===== config.mk =====
export PLATFORM = sky130hd
export DESIGN_NAME = dummy_apb_timer_array
export DESIGN_NICKNAME = d
export VERILOG_FILES = /design/src/rtl/dummy_apb_timer_array.sv
export SDC_FILE = /design/constraint.sdc
export NUM_CORES = 1
export LEC_CHECK = 0
export CAP_MARGIN = 40
export CORE_UTILIZATION = 55
export DETAILED_ROUTE_END_ITERATION = 12
export GPL_TIMING_DRIVEN = 0
export PLACE_DENSITY = 0.79
export SLEW_MARGIN = 20
export SYNTH_ARGS = -nofsm -noshare
export SYNTH_HDL_FRONTEND = slang
export SYNTH_SLANG_ARGS = --single-unit

===== constraint.sdc =====
create_clock -name clk_i -period 6.54 [get_ports clk_i]
set_input_delay 1.962 -clock clk_i [delete_from_list [all_inputs] [get_ports clk_i]]
set_output_delay 1.962 -clock clk_i [all_outputs]
set_load 0.03 [all_outputs]

===== src/rtl/dummy_apb_timer_array.sv =====
// APB3 slave with NUM_CH independent up-counters: compare, auto-reload or one-shot stop, and a
// level interrupt per channel. Channel c sits at byte base c*0x10 (CTRL, CMP, VAL, STATUS).
module dummy_apb_timer_array #(
  parameter int NUM_CH         = 2,
  parameter int CNT_WIDTH      = 32,
  parameter int APB_ADDR_WIDTH = 12
) (
  input  logic                      clk_i,
  input  logic                      rst_i,
  input  logic [APB_ADDR_WIDTH-1:0] paddr_i,
  input  logic                      psel_i,
  input  logic                      penable_i,
  input  logic                      pwrite_i,
  input  logic [31:0]               pwdata_i,
  output logic [31:0]               prdata_o,
  output logic                      pready_o,
  output logic                      pslverr_o,
  output logic [NUM_CH-1:0]         irq_o
);

  localparam int IDX_W = APB_ADDR_WIDTH - 4;

  logic [IDX_W-1:0]     ch_idx;
  logic [1:0]           reg_off;
  logic                 ch_ok;
  logic                 wr_en;
  logic                 rd_en;
  logic                 unused_bits;

  logic [NUM_CH-1:0]    en_a;
  logic [NUM_CH-1:0]    ar_a;
  logic [NUM_CH-1:0]    ie_a;
  logic [NUM_CH-1:0]    evt_a;
  logic [CNT_WIDTH-1:0] cmp_a [NUM_CH];
  logic [CNT_WIDTH-1:0] val_a [NUM_CH];

  // Byte lanes below the word are not decoded; write data above CNT_WIDTH is dropped.
  assign unused_bits = ^{paddr_i[1:0], pwdata_i};

  assign ch_idx    = paddr_i[APB_ADDR_WIDTH-1:4];
  assign reg_off   = paddr_i[3:2];
  assign ch_ok     = {{(32-IDX_W){1'b0}}, ch_idx} < 32'(NUM_CH);
  assign wr_en     = psel_i & penable_i & pwrite_i;
  assign rd_en     = psel_i & penable_i & ~pwrite_i;
  assign pready_o  = 1'b1;
  assign pslverr_o = psel_i & penable_i & ~ch_ok;
  assign irq_o     = evt_a & ie_a;

  for (genvar c = 0; c < NUM_CH; c++) begin : g_ch
    logic                 en_q;
    logic                 ar_q;
    logic                 ie_q;
    logic                 evt_q;
    logic [CNT_WIDTH-1:0] cmp_q;
    logic [CNT_WIDTH-1:0] val_q;
    logic                 hit;
    logic                 match;

    assign hit   = wr_en & ch_ok & (ch_idx == IDX_W'(c));
    assign match = en_q & (val_q == cmp_q);

    // APB writes are placed last so they override the counter update on the same edge.
    always_ff @(posedge clk_i or posedge rst_i) begin
      if (rst_i) begin
        en_q  <= 1'b0;
        ar_q  <= 1'b0;
        ie_q  <= 1'b0;
        evt_q <= 1'b0;
        cmp_q <= '0;
        val_q <= '0;
      end else begin
        if (match) begin
          if (ar_q) val_q <= '0;
          else      en_q  <= 1'b0;
        end else if (en_q) begin
          val_q <= val_q + CNT_WIDTH'(1);
        end
        if (match)
          evt_q <= 1'b1;
        else if (hit && reg_off == 2'd3 && pwdata_i[0])
          evt_q <= 1'b0;
        if (hit) begin
          case (reg_off)
            2'd0: begin
              en_q <= pwdata_i[0];
              ar_q <= pwdata_i[1];
              ie_q <= pwdata_i[2];
            end
            2'd1:    cmp_q <= pwdata_i[CNT_WIDTH-1:0];
            2'd2:    val_q <= pwdata_i[CNT_WIDTH-1:0];
            default: ;
          endcase
        end
      end
    end

    assign en_a[c]  = en_q;
    assign ar_a[c]  = ar_q;
    assign ie_a[c]  = ie_q;
    assign evt_a[c] = evt_q;
    assign cmp_a[c] = cmp_q;
    assign val_a[c] = val_q;
  end

  always_comb begin
    prdata_o = '0;
    if (rd_en && ch_ok) begin
      for (int i = 0; i < NUM_CH; i++) begin
        if (ch_idx == IDX_W'(i)) begin
          case (reg_off)
            2'd0:    prdata_o = {29'b0, ie_a[i], ar_a[i], en_a[i]};
            2'd1:    prdata_o = 32'(cmp_a[i]);
            2'd2:    prdata_o = 32'(val_a[i]);
            default: prdata_o = {31'b0, evt_a[i]};
          endcase
        end
      end
    end
  end

endmodule

==> results of run 1 <==
## cell families (layout without fill, tap and decap cells)
logic type	count (synthesis)	count (layout)	share of synthesized area (%)
compound gates	231	231	19.5
xor+xnor	81	81	8.03
fa+ha+maj	2	2	0.283
buf+inv	103	219	5.06
flops	136	136	38.5
mux	76	76	9.86
other cells	1	1	0.0425
simple gates	308	308	18.7
## power by group
group / internal (W) / leakage, nW / switching [W]
Sequential: 0.000874 / 1.68 / 0.0000341
Combinational: 0.000139 / 2.56 / 0.000202
Clock: 0.000637 / 0.300 / 0.000368
Total: 0.00165 / 4.54 / 0.000604
## stage by stage
stage | hold WS [ns] | power, W | setup slack [ns]
after global routing | 0.566 | 0.00233 | -0.00428
after detailed placement | 0.527 | 0.00125 | -0.870
after CTS | 0.539 | 0.00224 | 0.000449
after floorplan | 0.479 | 0.00113 | 0.613
after global placement | 0.515 | 0.00124 | -1.16
final | 0.533 | 0.00225 | 0.0566
## cell usage in the layout, fill, tap and decap left out, types with 9 or more instances in the layout
| master | netlist | routed |
|---|---|---|
| nor4_1 | 18 | 18 |
| a21oi_1 | 13 | 13 |
| a31oi_1 | 30 | 30 |
| xor2_1 | 40 | 40 |
| dlygate4sd2_1 | 0 | 17 |
| inv_1 | 18 | 17 |
| a221oi_1 | 40 | 40 |
| nand4_1 | 22 | 22 |
| o21ai_0 | 20 | 20 |
| a211oi_1 | 35 | 32 |
| clkdlybuf4s50_1 | 0 | 55 |
| nand3_1 | 38 | 38 |
| and2_1 | 9 | 9 |
| nor3_1 | 19 | 18 |
| o311ai_0 | 10 | 10 |
| dfrtp_1 | 136 | 136 |
| buf_2 | 28 | 28 |
| nand2_1 | 70 | 70 |
| nor2_1 | 66 | 66 |
| o211ai_1 | 10 | 10 |
| clkbuf_1 | 46 | 42 |
| clkbuf_2 | 2 | 12 |
| xnor2_1 | 41 | 41 |
| a22oi_1 | 31 | 31 |
| or3_1 | 13 | 13 |
| and3_1 | 9 | 9 |
| mux2_2 | 68 | 68 |
| clkbuf_16 | 0 | 17 |
## layout make-up
class	instances	share of cell area, %
multi-input combinational	699	47.2
sequential	136	32.1
timing repair buffer	84	8.01
clock buffer	24	4.64
buffer	85	3.73
tap	211	2.49
clock inverter	8	1.11
inverter	18	0.708
## flip-flops by register name (all words and copies together) (netlist names)
name        flops
g_ch.ar_q       2
g_ch.cmp_q     64
g_ch.en_q       2
g_ch.evt_q      2
g_ch.ie_q       2
g_ch.val_q     64
## worst max-delay path by stage
stage               start                end  slack [ns]  cells after the start
3_3_place_gp        rst_i  g_ch[0].val_q[10]       -1.16                      2
5_1_grt        paddr_i[2]       prdata_o[31]      -0.004                      7
6_report       paddr_i[3]        prdata_o[9]        0.06                      7
2_1_floorplan  paddr_i[3]       prdata_o[11]        0.61                      6
4_1_cts        paddr_i[3]        prdata_o[8]      0.0004                      7
3_5_place_dp   paddr_i[3]       prdata_o[20]       -0.87                      8
## per-layer routing
metal | part of all wire (%) | GRT usage [%] | up-vias
met4 | 4.3 | 17.5 | 0
met2 | 47 | 58.3 | 519
li1 | - | - | 3759
met5 | 0 | 0 | -
met3 | 9.5 | 7.11 | 99
met1 | 40 | 48.7 | 4080
## worst max-delay path: cells and delay by family
| family | cells | cell delay [ns] |
|---|---|---|
| and+or+nand+nor | 1 | 0.26 |
| buffers and inverters | 4 | 1.84 |
| AOI/OAI and AO/OA | 2 | 0.45 |
==> results by group, run 1 <==
Outcome
  – Status: finished clean

Floorplan
  – Row Count: 45
  – Initial Util: 57.3%
  – Die W: 129 um
  – IO Count: 85
  – Core area: 0.0154 mm2
  – Die area: 0.0166 mm2
  – Die height: 129 um

Pwr
  – Peak VDD IR: 197 uV
  – P_leak: 4.54 nW
  – Pwr/cell area: 213 mW/mm2

Logic synthesis
  – Syn nets: 989
  – Post-synth EDFFs: 0
  – Cells after synthesis: 938
  – Synth warn: 0
  – Post-synth ARST share: 100%
  – Seq cells post-synth: 136
  – Ranking of synthesized cells by area: dfrtp_1 (39%), mux2_2 (8.7%), xnor2_1 (4.1%), a221oi_1 (4.0%), xor2_1 (4.0%)
  – Post-synth cell types: 64
  – Seq/Total Area, Yosys: 38.5%
  – Syn Area/Cell: 9.42 um2
  – Cell Area, Synth: 0.00883 mm2
  – Top-area cell type share of the netlist area: 38.5%
  – Synth Flop Type: dfrtp_1
  – Commonest cells in the netlist: dfrtp_1 (136), nand2_1 (70), mux2_2 (68)
  – Yosys top cell by area: dfrtp_1
  – Count leader, synth: dfrtp_1

CTS
  – Clk sinks: 136
  – Setup Fix Bufs, Post-CTS: 0
  – TritonCTS buffer count: 17
  – CTS root buf: clkbuf_16
  – CTS clk-pin slew, worst paths: 0.06 ns
  – Clock Path Buffers: 2
  – Hold buffer count at cts: 0
  – CTS H-tree depth: 4
  – Clk_lat worst skew: 0.43 ns
  – Cts repair resizes: 49
  – CTS tree: built

Global routing
  – Largest net degree at the start of global routing: 70
  – Initial antenna violation count: 0
  – First-pass GRT wire length: 44.8 mm
  – All-Layer GR Usage: 36.8%
  – GRT overflow: 0
  – Vias in the first global route: 7855

Layout
  – Final Cell Area: 0.0106 mm2
  – Multi-input gate area: 0.00500 mm2
  – Fillers: 1230
  – P&R area growth vs syn: 20.0%
  – Final core occ: 68.7%
  – Diodes inserted: 0
  – Post-Layout Cell Count: 1265
  – Register area: 0.00340 mm2
  – Fraction of layout cells with a size suffix above 1: 17.2%
  – Nets: 1092

Critical path
  – Cell repeated most along the worst path: clkdlybuf4s50_1
  – CP Capture Type: primary output
  – Worst-case reg-to-reg path depth: 7
  – Reg2Reg Setup Slack: 3.50 ns
  – Crit path cell chain: clkdlybuf4s50_1, clkbuf_4, nor2b_2, clkbuf_2, a22oi_1, a211oi_1, clkdlybuf4s50_1
  – Worst EP required: 4.58 ns
  – Setup crit start kind: input pin
  – Arrival time at the worst endpoint: 4.52 ns
  – Crit path max fanout: 10
  – Worst path max stage delay: 0.73 ns
  – R2R Path End: g_ch[1].val_q[15]
  – Critical path class: in2out
  – Reg-to-reg critical path startpoint: g_ch[1].val_q[16]
  – Critical Path Slowest Stage Cell: clkdlybuf4s50_1

Place
  – Post-Place Cell Area: 0.00997 mm2
  – PortBufs: 81
  – Placed cell count: 1232
  – Final HPWL DP: 22.1 mm
  – Final GP Congestion: 1.00

Route
  – Drt via density: 6.69
  – Vias: 8457
  – Post-DRT Antenna Nets: 0
  – DR iter-0 viols: 1279
  – Pre-antenna DRT Iters: 8
  – DRC Markers: 0
  – Drt wl/cell: 23.5 um
  – Drt total wl: 29.7 mm

Timing
  – Worst slew pin tran: 0.886 ns
  – Setup TNS Final: 0 ns
  – Fin crit period: 6.48 ns
  – Final worst path period share: 99.1%
  – Fin Clk Skew: 0.00442 ns
  – Endpoints failing setup: 0
  – Final-report max-slew violation count: 0
  – Worst slew margin: 40.4%
  – Hold violation count in the final report: 0
  – FMAX: 154 MHz

Hold path
  – Hold path depth: 2
  – Min-delay worst type: reg2reg
  – Hold Path Sink: g_ch[0].cmp_q[0]
  – Hold path startpoint: g_ch[0].cmp_q[0]

Job
  – Max_cap viols: 0
No activity file was read; power rests on OpenSTA's default activity.
==> inputs of run 2 (changes only) <==
--- a/config.mk
+++ b/config.mk
@@ -6,10 +6,10 @@
 export NUM_CORES = 1
 export LEC_CHECK = 0
 export CAP_MARGIN = 40
-export CORE_UTILIZATION = 55
+export CORE_UTILIZATION = 45
 export DETAILED_ROUTE_END_ITERATION = 12
 export GPL_TIMING_DRIVEN = 0
-export PLACE_DENSITY = 0.79
+export PLACE_DENSITY = 0.67
 export SLEW_MARGIN = 20
 export SYNTH_ARGS = -nofsm -noshare
 export SYNTH_HDL_FRONTEND = slang
==> results by group, run 2 (same netlist as run 1, synthesis figures left out) <==
Pwr
  – Switching Share: 28.4% (+1.7 points)
  – Pwr/cell area: 207 mW/mm2 (-2.4%)
  – Combinational fraction of design power: 15.7% (+0.6 points)
  – P_leak: 4.54 nW (about the same)
  – Pint: 0.00157 W (-4.8%)
  – Psw: 0.000624 W (+3.4%)
  – Reg power frac: 41.3% (+1.0 points)
  – Clock Power Share: 43.0% (-1.6 points)
  – Peak VDD IR: 179 uV (-9.3%)

Timing
  – Worst slew pin tran: 0.975 ns (+0.0889 ns)
  – RSZ-0062 raised after global routing: false
  – Final WS setup: 0.0654 ns (+0.00881 ns)
  – Hold violation count in the final report: 0 (unchanged)
  – Fin Clk Skew: 0.00619 ns (+0.00177 ns)
  – Endpoints failing setup: 0 (unchanged)
  – FMAX: 154 MHz (+0.14%)
  – Hold_ws: 0.547 ns (+0.0134 ns)
  – Final worst path period share: 99.0% (-0.13 points)
  – Fin crit period: 6.47 ns (-0.00881 ns)
  – Final-report max-slew violation count: 0 (unchanged)
  – Worst slew margin: 34.2% (-6.2 points)

Route
  – Drt via density: 6.31 (-5.7%)
  – DR iter-0 viols: 718 (-44%)
  – Post-DRT Antenna Nets: 0 (unchanged)
  – DRC Markers: 0 (unchanged)
  – Drt wl/cell: 23.6 um (+0.73%)
  – Vias: 8288 (-2.0%)
  – Drt total wl: 31.0 mm (+4.6%)
  – Pre-antenna DRT Iters: 5 (-3)

Floorplan
  – Core area: 0.0190 mm2 (+23%)
  – Die W: 142 um (+10%)
  – Die area: 0.0202 mm2 (+22%)
  – IO Count: 85 (unchanged)
  – Initial Util: 46.6% (-11 points)
  – Row Count: 50 (+11%)
  – Die height: 142 um (+10%)

Global routing
  – GRT overflow: 0 (unchanged)
  – All-Layer GR Usage: 31.3% (-5.5 points)
  – First-pass GRT wire length: 47.0 mm (+4.9%)
  – Largest net degree at the start of global routing: 94 (+34%)
  – Vias in the first global route: 8083 (+2.9%)
  – Initial antenna violation count: 0 (unchanged)

Outcome
  – Status: finished clean

Layout
  – P&R area growth vs syn: 19.8%
  – Fillers: 1748 (+42%)
  – Commonest cells after routing, fill and taps aside: dfrtp_1 (136), nand2_1 (70), mux2_2 (68)
  – Nets: 1092 (unchanged)
  – Fraction of layout cells with a size suffix above 1: 17.6% (+0.47 points)
  – Commonest non-fill, non-tap cell in the layout: dfrtp_1
  – Post-Layout Cell Count: 1314 (+3.9%)
  – Biggest regs: g_ch.cmp_q x64, g_ch.val_q x64
  – Diodes inserted: 0 (unchanged)

Critical path
  – Setup crit start kind: input pin
  – CP Capture Type: primary output
  – Critical path class: in2out
  – Worst EP required: 4.58 ns (about the same)
  – Crit path max fanout: 10 (unchanged)
  – Arrival time at the worst endpoint: 4.51 ns (about the same)

CTS
  – CTS H-tree depth: 4 (unchanged)
  – Clk_lat worst skew: 0.43 ns (about the same)
  – Hold buffer count at cts: 0 (unchanged)
  – Setup Fix Bufs, Post-CTS: 0 (unchanged)
  – CTS tree: built
  – Clk sinks: 136 (unchanged)
  – TritonCTS buffer count: 17 (unchanged)
  – CTS clk-pin slew, worst paths: 0.06 ns (about the same)
  – CTS root buf: clkbuf_16
  – Clock Path Buffers: 2 (unchanged)

Place
  – Setup slack at placement: -0.834 ns (+0.0356 ns)
  – Placed cell count: 1281 (+4.0%)
  – Final HPWL DP: 23.1 mm (+4.4%)
  – PortBufs: 81 (unchanged)
  – Final GP Congestion: 0.934 (-6.7%)

Job
  – Max_cap viols: 0 (unchanged)

Hold path
  – Min-delay worst type: reg2reg
[run 2: cell count changes in the layout (fill, tap and decap cells not counted), sizes merged]
cell           change
dlymetal6s2s       +3
bufinv             -2
clkdlybuf4s50      -3
clkinvlp           +1
dlygate4sd2        -5
clkbuf             +4
clkinv             +1
clkdlybuf4s15      -1
buf                +2
[run 2: cell type report]
type / instances / area (um2) / share of cell area [%]
Multi-Input combinational cell: 699 / 5010 / 47.4
Sequential cell: 136 / 3400 / 32.2
Timing Repair Buffer: 84 / 810 / 7.65
Clock buffer: 24 / 492 / 4.65
Buffer: 85 / 392 / 3.70
Tap cell: 260 / 325 / 3.08
Inverter: 18 / 75.1 / 0.710
Clock inverter: 8 / 70.1 / 0.662
[run 2: critical path: stages]
cell and delay, ns:
clkdlybuf4s50_1 0.53, buf_2 0.31, nor2b_1 0.30, clkbuf_4 0.29, buf_2 0.27, a22oi_1 0.14, a211oi_2 0.35, clkdlybuf4s15_2 0.35
[run 2: final timing paths]
kind,end,start,slack [ns],cells after the start
worst max-delay path,prdata_o[20],paddr_i[3],0.07,8
worst min-delay path,g_ch[0].cmp_q[0],g_ch[0].cmp_q[0],0.55,2
worst max register to register,g_ch[1].val_q[13],g_ch[1].val_q[6],3.60,7
worst min register to register,g_ch[0].cmp_q[0],g_ch[0].cmp_q[0],0.55,2
max in group asynchronous,g_ch[1].cmp_q[7],rst_i,3.84,3
min in group asynchronous,g_ch[0].val_q[26],rst_i,1.91,2
[run 2: metrics by stage]
step / setup TNS (ns) / instance area, um2 / power, W / utilization, %
floorplan: 0 / 8830 / 0.00113 / -
global placement: -194.89 / 9970 / 0.00124 / 52.6
detailed placement: -17.91 / 10000 / 0.00125 / 52.8
CTS: -0.0664 / 10600 / 0.00218 / 55.7
global route: 0 / 10600 / 0.00225 / 55.8
finish: 0 / 10600 / 0.00219 / 55.8
[run 2: timing repair]
action	CTS	global route
endpoints found under the setup margin	31	25
cloned	0	0
resized for setup	48	31
[run 2: power by group through the flow]
stage	Clock, W	Combinational [W]	Sequential [W]
final	0.000943	0.000344	0.000907
after CTS	0.000942	0.000334	0.000906
after global routing	0.000975	0.000368	0.000911
after detailed placement	0	0.000326	0.000921
after floorplan	0	0.000219	0.000911
after global placement	0	0.000322	0.000920
[run 2: routing by layer]
metal / vias to the layer above / GRT usage, % / part of all wire, %
met5: - / 0 / 0
met4: 0 / 14.5 / 4.2
met3: 86 / 6.49 / 7.7
met2: 405 / 49.4 / 46
met1: 4048 / 41.2 / 43
li1: 3749 / - / -
==> inputs of run 3 (changes only) <==
--- a/config.mk
+++ b/config.mk
@@ -9,7 +9,7 @@
 export CORE_UTILIZATION = 45
 export DETAILED_ROUTE_END_ITERATION = 12
 export GPL_TIMING_DRIVEN = 0
-export PLACE_DENSITY = 0.67
+export PLACE_DENSITY = 0.69
 export SLEW_MARGIN = 20
 export SYNTH_ARGS = -nofsm -noshare
 export SYNTH_HDL_FRONTEND = slang
==> results by group, run 3 (same netlist as run 1, synthesis figures left out) <==
Place
  – Final GP Congestion: 0.961 (+2.9%)
  – PortBufs: 81 (unchanged)
  – Final HPWL DP: 23.2 mm (+0.37%)
  – Placed cell count: 1283 (+0.16%)
  – Setup slack at placement: -0.971 ns (-0.137 ns)

Critical path
  – Worst-case reg-to-reg path depth: 9 (+2)
  – Critical path class: in2out
  – Cell repeated most along the worst path: clkdlybuf4s50_1
  – Worst EP required: 4.58 ns (about the same)
  – Buf/Inv on CP: 4 (-1)
  – Arrival time at the worst endpoint: 4.56 ns (+0.05 ns)
  – Critical Path Slowest Stage Cell: clkdlybuf4s50_1
  – Worst path max stage delay: 0.74 ns (+0.21 ns)
  – CP Capture Type: primary output
  – Setup crit start kind: input pin
  – Crit path cell chain: clkdlybuf4s50_1, buf_2, nor2b_2, clkbuf_2, a22oi_1, a211oi_1, clkdlybuf4s50_1
  – Stages on the worst setup path: 7 (-1)
  – Crit path max fanout: 10 (unchanged)
  – CP delay by family, top: buffers and inverters

Layout
  – Nets: 1093 (+0.092%)
  – Post-Layout Cell Count: 1315 (+0.076%)
  – P&R area growth vs syn: 20.9%
  – Fraction of layout cells with a size suffix above 1: 17.8% (+0.17 points)
  – Biggest regs: g_ch.cmp_q x64, g_ch.val_q x64
  – Commonest non-fill, non-tap cell in the layout: dfrtp_1
  – Diodes inserted: 0 (unchanged)
  – Final core occ: 56.3% (+0.51 points)
  – Commonest cells after routing, fill and taps aside: dfrtp_1 (136), nand2_1 (70), mux2_2 (68)

Floorplan
  – Die W: 142 um (unchanged)
  – IO Count: 85 (unchanged)
  – Die area: 0.0202 mm2 (unchanged)
  – Row Count: 50 (unchanged)
  – Die height: 142 um (unchanged)
  – Core area: 0.0190 mm2 (unchanged)
  – Initial Util: 46.6% (unchanged)

Timing
  – Final WS setup: 0.0220 ns (-0.0434 ns)
  – Worst slew pin tran: 0.822 ns (-0.153 ns)
  – Worst slew margin: 44.8% (+11 points)
  – FMAX: 153 MHz (-0.67%)
  – Endpoints failing setup: 0 (unchanged)
  – Final worst path period share: 99.7% (+0.66 points)
  – Fin crit period: 6.52 ns (+0.0434 ns)
  – Hold violation count in the final report: 0 (unchanged)
  – Final-report max-slew violation count: 0 (unchanged)
  – Fin Clk Skew: 0.00885 ns (+0.00265 ns)

Global routing
  – GRT overflow: 0 (unchanged)
  – Largest net degree at the start of global routing: 82 (-13%)
  – Vias in the first global route: 8044 (-0.48%)
  – Initial antenna violation count: 0 (unchanged)
  – First-pass GRT wire length: 47.3 mm (+0.57%)
  – All-Layer GR Usage: 31.4% (+0.091 points)

CTS
  – CTS root buf: clkbuf_16
  – CTS tree: built
  – CTS H-tree depth: 4 (unchanged)
  – Hold buffer count at cts: 0 (unchanged)
  – CTS clk-pin slew, worst paths: 0.06 ns (about the same)
  – Clk sinks: 136 (unchanged)
  – TritonCTS buffer count: 17 (unchanged)
  – Clock Path Buffers: 2 (unchanged)
  – Setup Fix Bufs, Post-CTS: 0 (unchanged)
  – Clk_lat worst skew: 0.43 ns (about the same)

Route
  – Pre-antenna DRT Iters: 7 (+2)
  – DR iter-0 viols: 950 (+32%)
  – Drt total wl: 30.9 mm (-0.34%)
  – Post-DRT Antenna Nets: 0 (unchanged)
  – Drt via density: 6.43 (+2.0%)
  – Vias: 8457 (+2.0%)
  – Drt wl/cell: 23.5 um (-0.41%)
  – DRC Markers: 0 (unchanged)

Pwr
  – P_leak: 4.56 nW (+0.55%)
  – Peak VDD IR: 175 uV (-1.8%)
  – Pwr/cell area: 212 mW/mm2 (+2.3%)

Hold path
  – Min-delay worst type: reg2reg
  – Hold path depth: 1 (-1)

Job
  – Max_cap viols: 0 (unchanged)

Outcome
  – Status: finished clean
## run 3: cell types whose count changed in the layout (fill, tap and decap cells not counted), moves of 2 or more
cell             before  now
clkinvlp_4            2    0
clkbuf_2             16   11
bufinv_16             1    4
clkbuf_8              4    1
clkdlybuf4s15_2       3    9
dlygate4sd2_1        12   15
## run 3: what timing repair did
item,CTS,global route
gates cloned,0,0
resized for setup,65,11
setup endpoints to repair,31,20
## run 3: path summary, 6_finish.rpt
| kind | startpoint | end | slack, ns |
|---|---|---|---|
| worst max register to register | g_ch[1].val_q[6] | g_ch[1].val_q[8] | 3.66 |
| max in group asynchronous | rst_i | g_ch[1].cmp_q[17] | 3.80 |
| worst max-delay path | paddr_i[3] | prdata_o[31] | 0.02 |
| worst min-delay path | g_ch[1].ie_q | g_ch[1].ie_q | 0.55 |
| worst min register to register | g_ch[1].ie_q | g_ch[1].ie_q | 0.55 |
| min in group asynchronous | rst_i | g_ch[0].val_q[31] | 1.95 |
## run 3: power by group
group / internal [W] / switching, W / total (W)
Clock: 0.000644 / 0.000373 / 0.00102
Combinational: 0.000138 / 0.000206 / 0.000343
Sequential: 0.000873 / 0.0000321 / 0.000906
Total: 0.00166 / 0.000611 / 0.00227
## run 3: metal layers
metal | vias up | GRT usage, % | part of all wire [%]
li1 | 3754 | - | -
met1 | 4216 | 42.1 | 42
met2 | 426 | 51.3 | 47
met3 | 61 | 4.71 | 7.5
met4 | 0 | 12.0 | 3.3
met5 | - | 0 | 0
## run 3: final cells by class
class | instances | area (um2)
fillers | 1730 | 8280
clock buffers | 22 | 454
plain buffers | 85 | 394
multi-input cells | 699 | 5010
inverters | 18 | 75.1
repair buffers | 85 | 858
well taps | 260 | 325
clock inverters | 10 | 150
flip-flops and latches | 136 | 3400
## run 3: through the flow
stage          total power (W)  cell area (um2)  hold WS, ns  TNS [ns]
2_1_floorplan          0.00113             8830        0.479         0
3_3_place_gp           0.00124             9970        0.514   -193.67
3_5_place_dp           0.00125            10000        0.518    -21.57
4_1_cts                0.00226            10700        0.541   -0.0167
5_1_grt                0.00233            10700        0.562   -0.0280
6_report               0.00227            10700        0.546         0
## run 3: worst reg2reg max path: cells and delay by family, from the launching register on
| kind | cells | cell delay (ns) |
|---|---|---|
| simple gates | 4 | 1.13 |
| buf+inv | 3 | 0.69 |
| compound gates | 1 | 0.40 |
| flops | 1 | 0.35 |
| xor+xnor | 1 | 0.19 |
